===== config.mk =====
export PLATFORM = sky130hd
export DESIGN_NAME = lynx_tap_player
export DESIGN_NICKNAME = d
export VERILOG_FILES = /design/src/rtl/lynx_tap_player.sv
export SDC_FILE = /design/constraint.sdc
export NUM_CORES = 1
export LEC_CHECK = 0
export BUFFER_PORTS_ARGS = -buffer_cell sky130_fd_sc_hd__clkbuf_2
export CORE_ASPECT_RATIO = 0.7
export CORE_MARGIN = 2
export CORE_UTILIZATION = 35
export DETAILED_ROUTE_END_ITERATION = 8
export SYNTH_ARGS = -nofsm -noshare
export SYNTH_HDL_FRONTEND = slang
export SYNTH_SLANG_ARGS = --single-unit

===== constraint.sdc =====
create_clock -name i_clock -period 3.6 [get_ports i_clock]
set_clock_uncertainty 0.05 [all_clocks]
set_input_delay 0.36 -clock i_clock [delete_from_list [all_inputs] [get_ports i_clock]]
set_output_delay 0.36 -clock i_clock [all_outputs]
set_load 0.01 [all_outputs]

===== src/rtl/lynx_tap_player.sv =====
// Cassette image playback for lynx48: streams tape memory bytes out as an EAR square wave.
// The wave is a leader tone, then one sync cycle, then the data bits MSB first, then a low tail.
// state  | meaning
// IDLE   | no playback, waiting for image + play
// LEADER | pilot tone, PILOT_CYCLES full cycles
// SYNC   | one full cycle of SYNC_HALF
// FETCH  | one-clock read request for r_addr
// WAITD  | waiting for mem_valid; pulse engine stopped
// BITS   | one full cycle per bit of the shift register
// TAIL   | low output for TAIL_TICKS
// DONE   | finished, waits for rewind
module lynx_tap_player #(
    parameter int AW           = 25,
    parameter int CW           = 12,
    parameter int PILOT_HALF   = 250,
    parameter int PILOT_CYCLES = 768,
    parameter int SYNC_HALF    = 500,
    parameter int ZERO_HALF    = 125,
    parameter int ONE_HALF     = 250,
    parameter int TAIL_TICKS   = 2000
) (
    input  logic          i_clock,
    input  logic          i_reset_osd,
    input  logic          i_ce,
    input  logic          i_tap_ready,
    input  logic [AW-1:0] i_tap_size,
    input  logic          i_play,
    input  logic          i_rewind,
    output logic          o_mem_rd,
    output logic [AW-1:0] o_mem_addr,
    input  logic [7:0]    i_mem_data,
    input  logic          i_mem_valid,
    output logic          o_ear,
    output logic          o_active,
    output logic          o_done
);

    localparam int CYW = $clog2(PILOT_CYCLES) + 1;
    localparam logic [CW-1:0] L_PILOT = CW'(PILOT_HALF - 1);
    localparam logic [CW-1:0] L_SYNC  = CW'(SYNC_HALF - 1);
    localparam logic [CW-1:0] L_ZERO  = CW'(ZERO_HALF - 1);
    localparam logic [CW-1:0] L_ONE   = CW'(ONE_HALF - 1);
    localparam logic [CW-1:0] L_TAIL  = CW'(TAIL_TICKS - 1);

    typedef enum logic [2:0] {
        S_IDLE, S_LEADER, S_SYNC, S_FETCH, S_WAITD, S_BITS, S_TAIL, S_DONE
    } state_t;

    state_t          r_state;
    state_t          w_next;
    logic [CW-1:0]   r_cnt;
    logic            r_ear;
    logic [AW-1:0]   r_size;
    logic [AW-1:0]   r_addr;
    logic [7:0]      r_shreg;
    logic [2:0]      r_bitcnt;
    logic [CYW-1:0]  r_cyc;
    logic            r_got;
    logic            r_stale;

    logic            w_abort, w_tick, w_exp, w_start, w_valid_ok, w_have, w_take;
    logic            w_last, w_pilot_last;
    logic [CW-1:0]   w_cur_half, w_nxt_half, w_first_half;

    // tap_ready dropping mid-playback means the image is being replaced: same as rewind
    assign w_abort      = i_rewind | (~i_tap_ready & (r_state != S_IDLE));
    assign w_tick       = i_ce & i_play;
    assign w_exp        = w_tick & (r_cnt == '0);
    assign w_start      = i_tap_ready & i_play & (i_tap_size != '0);
    assign w_valid_ok   = i_mem_valid & ~r_stale;
    assign w_have       = r_got | w_valid_ok;
    assign w_take       = w_valid_ok & ~r_got;
    assign w_last       = (r_addr + AW'(1)) == r_size;
    assign w_pilot_last = r_cyc == CYW'(PILOT_CYCLES - 1);
    assign w_cur_half   = r_shreg[7] ? L_ONE : L_ZERO;
    assign w_nxt_half   = r_shreg[6] ? L_ONE : L_ZERO;
    assign w_first_half = (r_got ? r_shreg[7] : i_mem_data[7]) ? L_ONE : L_ZERO;

    always_ff @(posedge i_clock or negedge i_reset_osd) begin
        if (!i_reset_osd) r_state <= S_IDLE;
        else              r_state <= w_next;
    end

    always_comb begin
        w_next = r_state;
        if (w_abort) begin
            w_next = S_IDLE;
        end else begin
            case (r_state)
                S_IDLE:   if (w_start) w_next = S_LEADER;
                S_LEADER: if (w_exp & ~r_ear & w_pilot_last) w_next = S_SYNC;
                S_SYNC:   if (w_exp & ~r_ear) w_next = S_FETCH;
                S_FETCH:  if (i_play) w_next = S_WAITD;
                S_WAITD:  if (i_play & w_have) w_next = S_BITS;
                S_BITS:   if (w_exp & ~r_ear & (r_bitcnt == '0)) w_next = w_last ? S_TAIL : S_FETCH;
                S_TAIL:   if (w_exp) w_next = S_DONE;
                S_DONE:   w_next = S_DONE;
                default:  w_next = S_IDLE;
            endcase
        end
    end

    always_comb begin
        o_mem_rd   = (r_state == S_FETCH) & i_play;
        o_mem_addr = r_addr;
        o_ear      = r_ear;
        o_active   = (r_state != S_IDLE) & (r_state != S_DONE);
        o_done     = r_state == S_DONE;
    end

    always_ff @(posedge i_clock or negedge i_reset_osd) begin
        if (!i_reset_osd) begin
            r_cnt    <= '0;
            r_ear    <= 1'b0;
            r_size   <= '0;
            r_addr   <= '0;
            r_shreg  <= '0;
            r_bitcnt <= '0;
            r_cyc    <= '0;
            r_got    <= 1'b0;
            r_stale  <= 1'b0;
        end else if (w_abort) begin
            r_cnt   <= '0;
            r_ear   <= 1'b0;
            r_addr  <= '0;
            r_cyc   <= '0;
            r_got   <= 1'b0;
            // remember a read still in flight so its late completion is dropped
            r_stale <= o_mem_rd | ((r_state == S_WAITD) & ~r_got & ~w_valid_ok)
                     | (r_stale & ~i_mem_valid);
        end else begin
            if (i_mem_valid) r_stale <= 1'b0;
            case (r_state)
                S_IDLE: if (w_start) begin
                    r_size <= i_tap_size;
                    r_addr <= '0;
                    r_cyc  <= '0;
                    r_ear  <= 1'b1;
                    r_cnt  <= L_PILOT;
                end
                S_LEADER: if (w_exp) begin
                    r_ear <= ~r_ear;
                    if (r_ear) begin
                        r_cnt <= L_PILOT;
                    end else if (w_pilot_last) begin
                        r_cnt <= L_SYNC;
                    end else begin
                        r_cnt <= L_PILOT;
                        r_cyc <= r_cyc + CYW'(1);
                    end
                end else if (w_tick) begin
                    r_cnt <= r_cnt - CW'(1);
                end
                S_SYNC: if (w_exp) begin
                    r_ear <= 1'b0;
                    r_cnt <= L_SYNC;
                end else if (w_tick) begin
                    r_cnt <= r_cnt - CW'(1);
                end
                S_WAITD: begin
                    if (w_take) begin
                        r_shreg  <= i_mem_data;
                        r_got    <= 1'b1;
                        r_bitcnt <= 3'd7;
                    end
                    if (i_play & w_have) begin
                        r_got <= 1'b0;
                        r_ear <= 1'b1;
                        r_cnt <= w_first_half;
                    end
                end
                S_BITS: if (w_exp) begin
                    if (r_ear) begin
                        r_ear <= 1'b0;
                        r_cnt <= w_cur_half;
                    end else if (r_bitcnt != '0) begin
                        r_shreg  <= {r_shreg[6:0], 1'b0};
                        r_bitcnt <= r_bitcnt - 3'd1;
                        r_ear    <= 1'b1;
                        r_cnt    <= w_nxt_half;
                    end else if (w_last) begin
                        r_cnt <= L_TAIL;
                    end else begin
                        r_addr <= r_addr + AW'(1);
                    end
                end else if (w_tick) begin
                    r_cnt <= r_cnt - CW'(1);
                end
                S_TAIL: if (w_tick & ~w_exp) r_cnt <= r_cnt - CW'(1);
                default: ;
            endcase
        end
    end

endmodule


==> impl_metrics.csv <==
group,metric,value,unit
sta,drv_slew,0,
setup_path,start_kind,"register",
sta,max_slew.worst_pin.slew,803.0,ps
setup_path,crit_family,"simple AND/OR/NAND/NOR gates",
grt,grt_pass1_wl,29440,um
drt,firstDrtPassIters,5,
final_layout,final_cells,1023,
clock_tree,postCtsSetupBuffers,0,
floorplan,core,17170,um^2
drt,viasPerCell,5.663,
grt,grt_antenna_before_repair,0,
floorplan,rows,40,
final_layout,post-route-util,0.4172,
sta,period_share,0.9348,
sta,hold_viol_final,7,
run_status,status,"finished, violations left",
clock_tree,clock_latency,350,ps
grt,grt_pass1_vias,5268,
logic_synthesis,ys_types,71,
logic_synthesis,avgSynthCellArea,8.528,um^2
logic_synthesis,syn-num-nets,767,
clock_tree,clockBufferDepth,2,
setup_path,path_cells,"ha_1, and3_2, nand4_2, nor4_4, xnor2_1, nor4_1, nand4_2, nand3_1, nor2_1, a211o_1",
clock_tree,cts-root-buf,"clkbuf_16",
floorplan,die_y,114.9,um
grt,overflow,0,
hold_path,hold_class,"input port to asynchronous set/reset pin",
clock_tree,cts.repair.resized,0,
sta,setup_viol,0,
sta,tns,0,ps
final_layout,fill_cells,1734,
logic_synthesis,synthTopCellsByCount,"dfrtp_1 (90), o21ai_0 (71), nor2_1 (60)",
drt,wire_per_inst,17.87,um
placed_design,dp_hpwl,13520,um
final_layout,fin_area,7162,um^2
logic_synthesis,synth_area_leader_cell,"dfrtp_1",
setup_path,endpoint_kind,"register",
power_and_ir_drop,p_leak,3.141,nW
clock_tree,clk_pin_slew,70,ps
run_status,violations,"negative hold slack",
final_layout,n_antenna_cell,0,
grt,grt_max_degree,50,
setup_path,critical_path_class,"register to register",
floorplan,ioPinCount,69,
drt,drc,0,
logic_synthesis,yosysSeqAreaShare,0.3663,
sta,period_needed,3365,ps
placed_design,dp_cells,1008,
floorplan,start_util,0.3582,
sta,relSlewSlack,0.4627,
logic_synthesis,synthCells,721,
logic_synthesis,yosys_warnings,0,
setup_path,path_max_fanout,10,
power_and_ir_drop,p_per_area,584.6,nW/um^2
logic_synthesis,synth_edf_count,0,
logic_synthesis,yosysMostFrequentCell,"dfrtp_1",
grt,track_usage,0.1995,
placed_design,place_area,6835,um^2
logic_synthesis,synthFlopType,"dfrtp_1",
clock_tree,cts_tree,"built",
final_layout,final_nets,834,
setup_path,max_stage_delay,400,ps
setup_path,required,3780,ps
power_and_ir_drop,ir_drop,0.2483,mV
clock_tree,htree_levels,3,
setup_path,cp_slowest_cell,"dfrtp_1",
sta,rsz0062_at_grt,"no",
final_layout,syn_to_final_growth,16.48,%
sta,whs,-6.249,ps
drt,drt-initial-drc-count,573,
clock_tree,cts_buffers,9,
floorplan,die_w,162.4,um
drt,wl,18280,um
clock_tree,numClockSinks,90,
final_layout,layout-drive-gt1-share,0.2071,
floorplan,die-area,18660,um^2
logic_synthesis,synth_area_leaders,"dfrtp_1 (37%), o21ai_0 (5.8%), mux2_2 (4.6%), xnor2_1 (4.1%), nor2_1 (3.7%)",
run,drv_cap,0,
setup_path,path_buf_inv,0,
drt,antenna_left,0,
setup_path,cp_common_cell,"nand4_2",
setup_path,arrival,3550,ps
clock_tree,ctsHoldBuffers,0,
placed_design,gp_congestion,0.8952,
logic_synthesis,netlist_area,6148,um^2
logic_synthesis,synth_async_sr_flop_share,1.000,
drt,vias,5793,
logic_synthesis,ys_ff_latch,90,
logic_synthesis,synth_top_area_frac,0.3663,
placed_design,portBuffers,68,
sta,clock.fmax,297.1,MHz
==> state kept, by name, summed over array words and instances (netlist names) <==
name / count
o_mem_addr: 25
r_size: 25
r_cnt: 12
r_cyc: 11
r_shreg: 8
r_bitcnt: 3
r_state: 3
o_ear: 1
r_got: 1
r_stale: 1
==> placed cells by master, fill, tap and decap left out, types with 10 or more instances in the layout <==
cell,synthesis,final
o31ai_1,22,22
mux2i_1,10,10
mux2_2,25,25
o21ai_0,71,71
a21oi_1,28,28
nor2_1,60,60
nor2b_1,13,13
nor3_1,19,19
inv_1,16,16
nand3_1,25,25
xnor2_1,29,29
o21ai_1,19,19
nand2_1,58,58
nand4_1,14,14
dfrtp_1,90,90
xor2_1,10,10
or3_1,10,10
buf_4,6,39
clkbuf_2,0,67
and3_1,14,13
nor4_1,14,14
nand2b_1,19,19
==> per-stage QoR <==
| stage | total power, mW | setup slack (ps) |
|---|---|---|
| after floorplan | 2.621 | 501.6 |
| after global routing | 4.445 | 23.12 |
| after CTS | 4.175 | 189.5 |
| after global placement | 3.106 | 261.4 |
| after detailed placement | 3.110 | 218.7 |
| final | 4.187 | 234.6 |
==> cell type report <==
type	instances	area [um^2]	share of cell area
repair buffers	106	628.1	0.08770
inverters	16	60.06	0.008386
clock inverters	4	76.32	0.01066
well taps	231	289.0	0.04036
multi-input cells	565	3613	0.5045
flip-flops and latches	90	2252	0.3145
clock buffers	11	242.7	0.03389
==> worst register-to-register path, stage by stage (launching register included) <==
cell and delay [ps]:
dfrtp_1 400, ha_1 270, and3_2 320, nand4_2 210
nor4_4 400, xnor2_1 160, nor4_1 370, nand4_2 310
nand3_1 390, nor2_1 90, a211o_1 280
==> power breakdown <==
group / leakage (nW) / switching [mW] / internal [mW]
clock network: 0.152 / 0.420 / 0.626
registers: 1.18 / 0.278 / 1.23
logic: 1.81 / 0.916 / 0.717
total: 3.14 / 1.61 / 2.57
==> cell families after synthesis <==
| logic type | count (synthesis) | share of synthesized area |
|---|---|---|
| simple gates | 285 | 0.2489 |
| compound gates | 197 | 0.2004 |
| flops | 90 | 0.3663 |
| buf+inv | 66 | 0.04721 |
| xor+xnor | 39 | 0.05555 |
| mux | 38 | 0.06939 |
| fa+ha+maj | 6 | 0.01221 |
==> metal layers <==
| metal | vias up | part of all wire | wire length (um) | track usage |
|---|---|---|---|---|
| li1 | 2767 | - | - | - |
| met1 | 2783 | 0.53 | 9606 | 0.3238 |
| met2 | 227 | 0.38 | 6926 | 0.2553 |
| met3 | 16 | 0.086 | 1579 | 0.05014 |
| met4 | 0 | 0.0093 | 170 | 0.04720 |
| met5 | - | 0 | 0 | 0 |
==> path summary, 6_finish.rpt <==
kind                                           startpoint                        end  slack [ps]  cells past startpoint
worst min register to register     r_shreg[4]$_DFFE_PN0P_     r_shreg[4]$_DFFE_PN0P_         430                      2
worst max-delay path            o_mem_addr[1]$_DFFE_PN0P_  o_mem_addr[3]$_DFFE_PN0P_         230                     10
worst max register to register  o_mem_addr[1]$_DFFE_PN0P_  o_mem_addr[3]$_DFFE_PN0P_         230                     10
min in group i_clock                          i_mem_valid        r_stale$_DFFE_PN0P_         160                      2
worst min-delay path                          i_reset_osd     r_size[17]$_DFFE_PN0P_          -6                      1
max in group asynchronous                     i_reset_osd     r_state[0]$_DFFE_PN0P_        2760                      2
(Power assumes the default switching activity.)
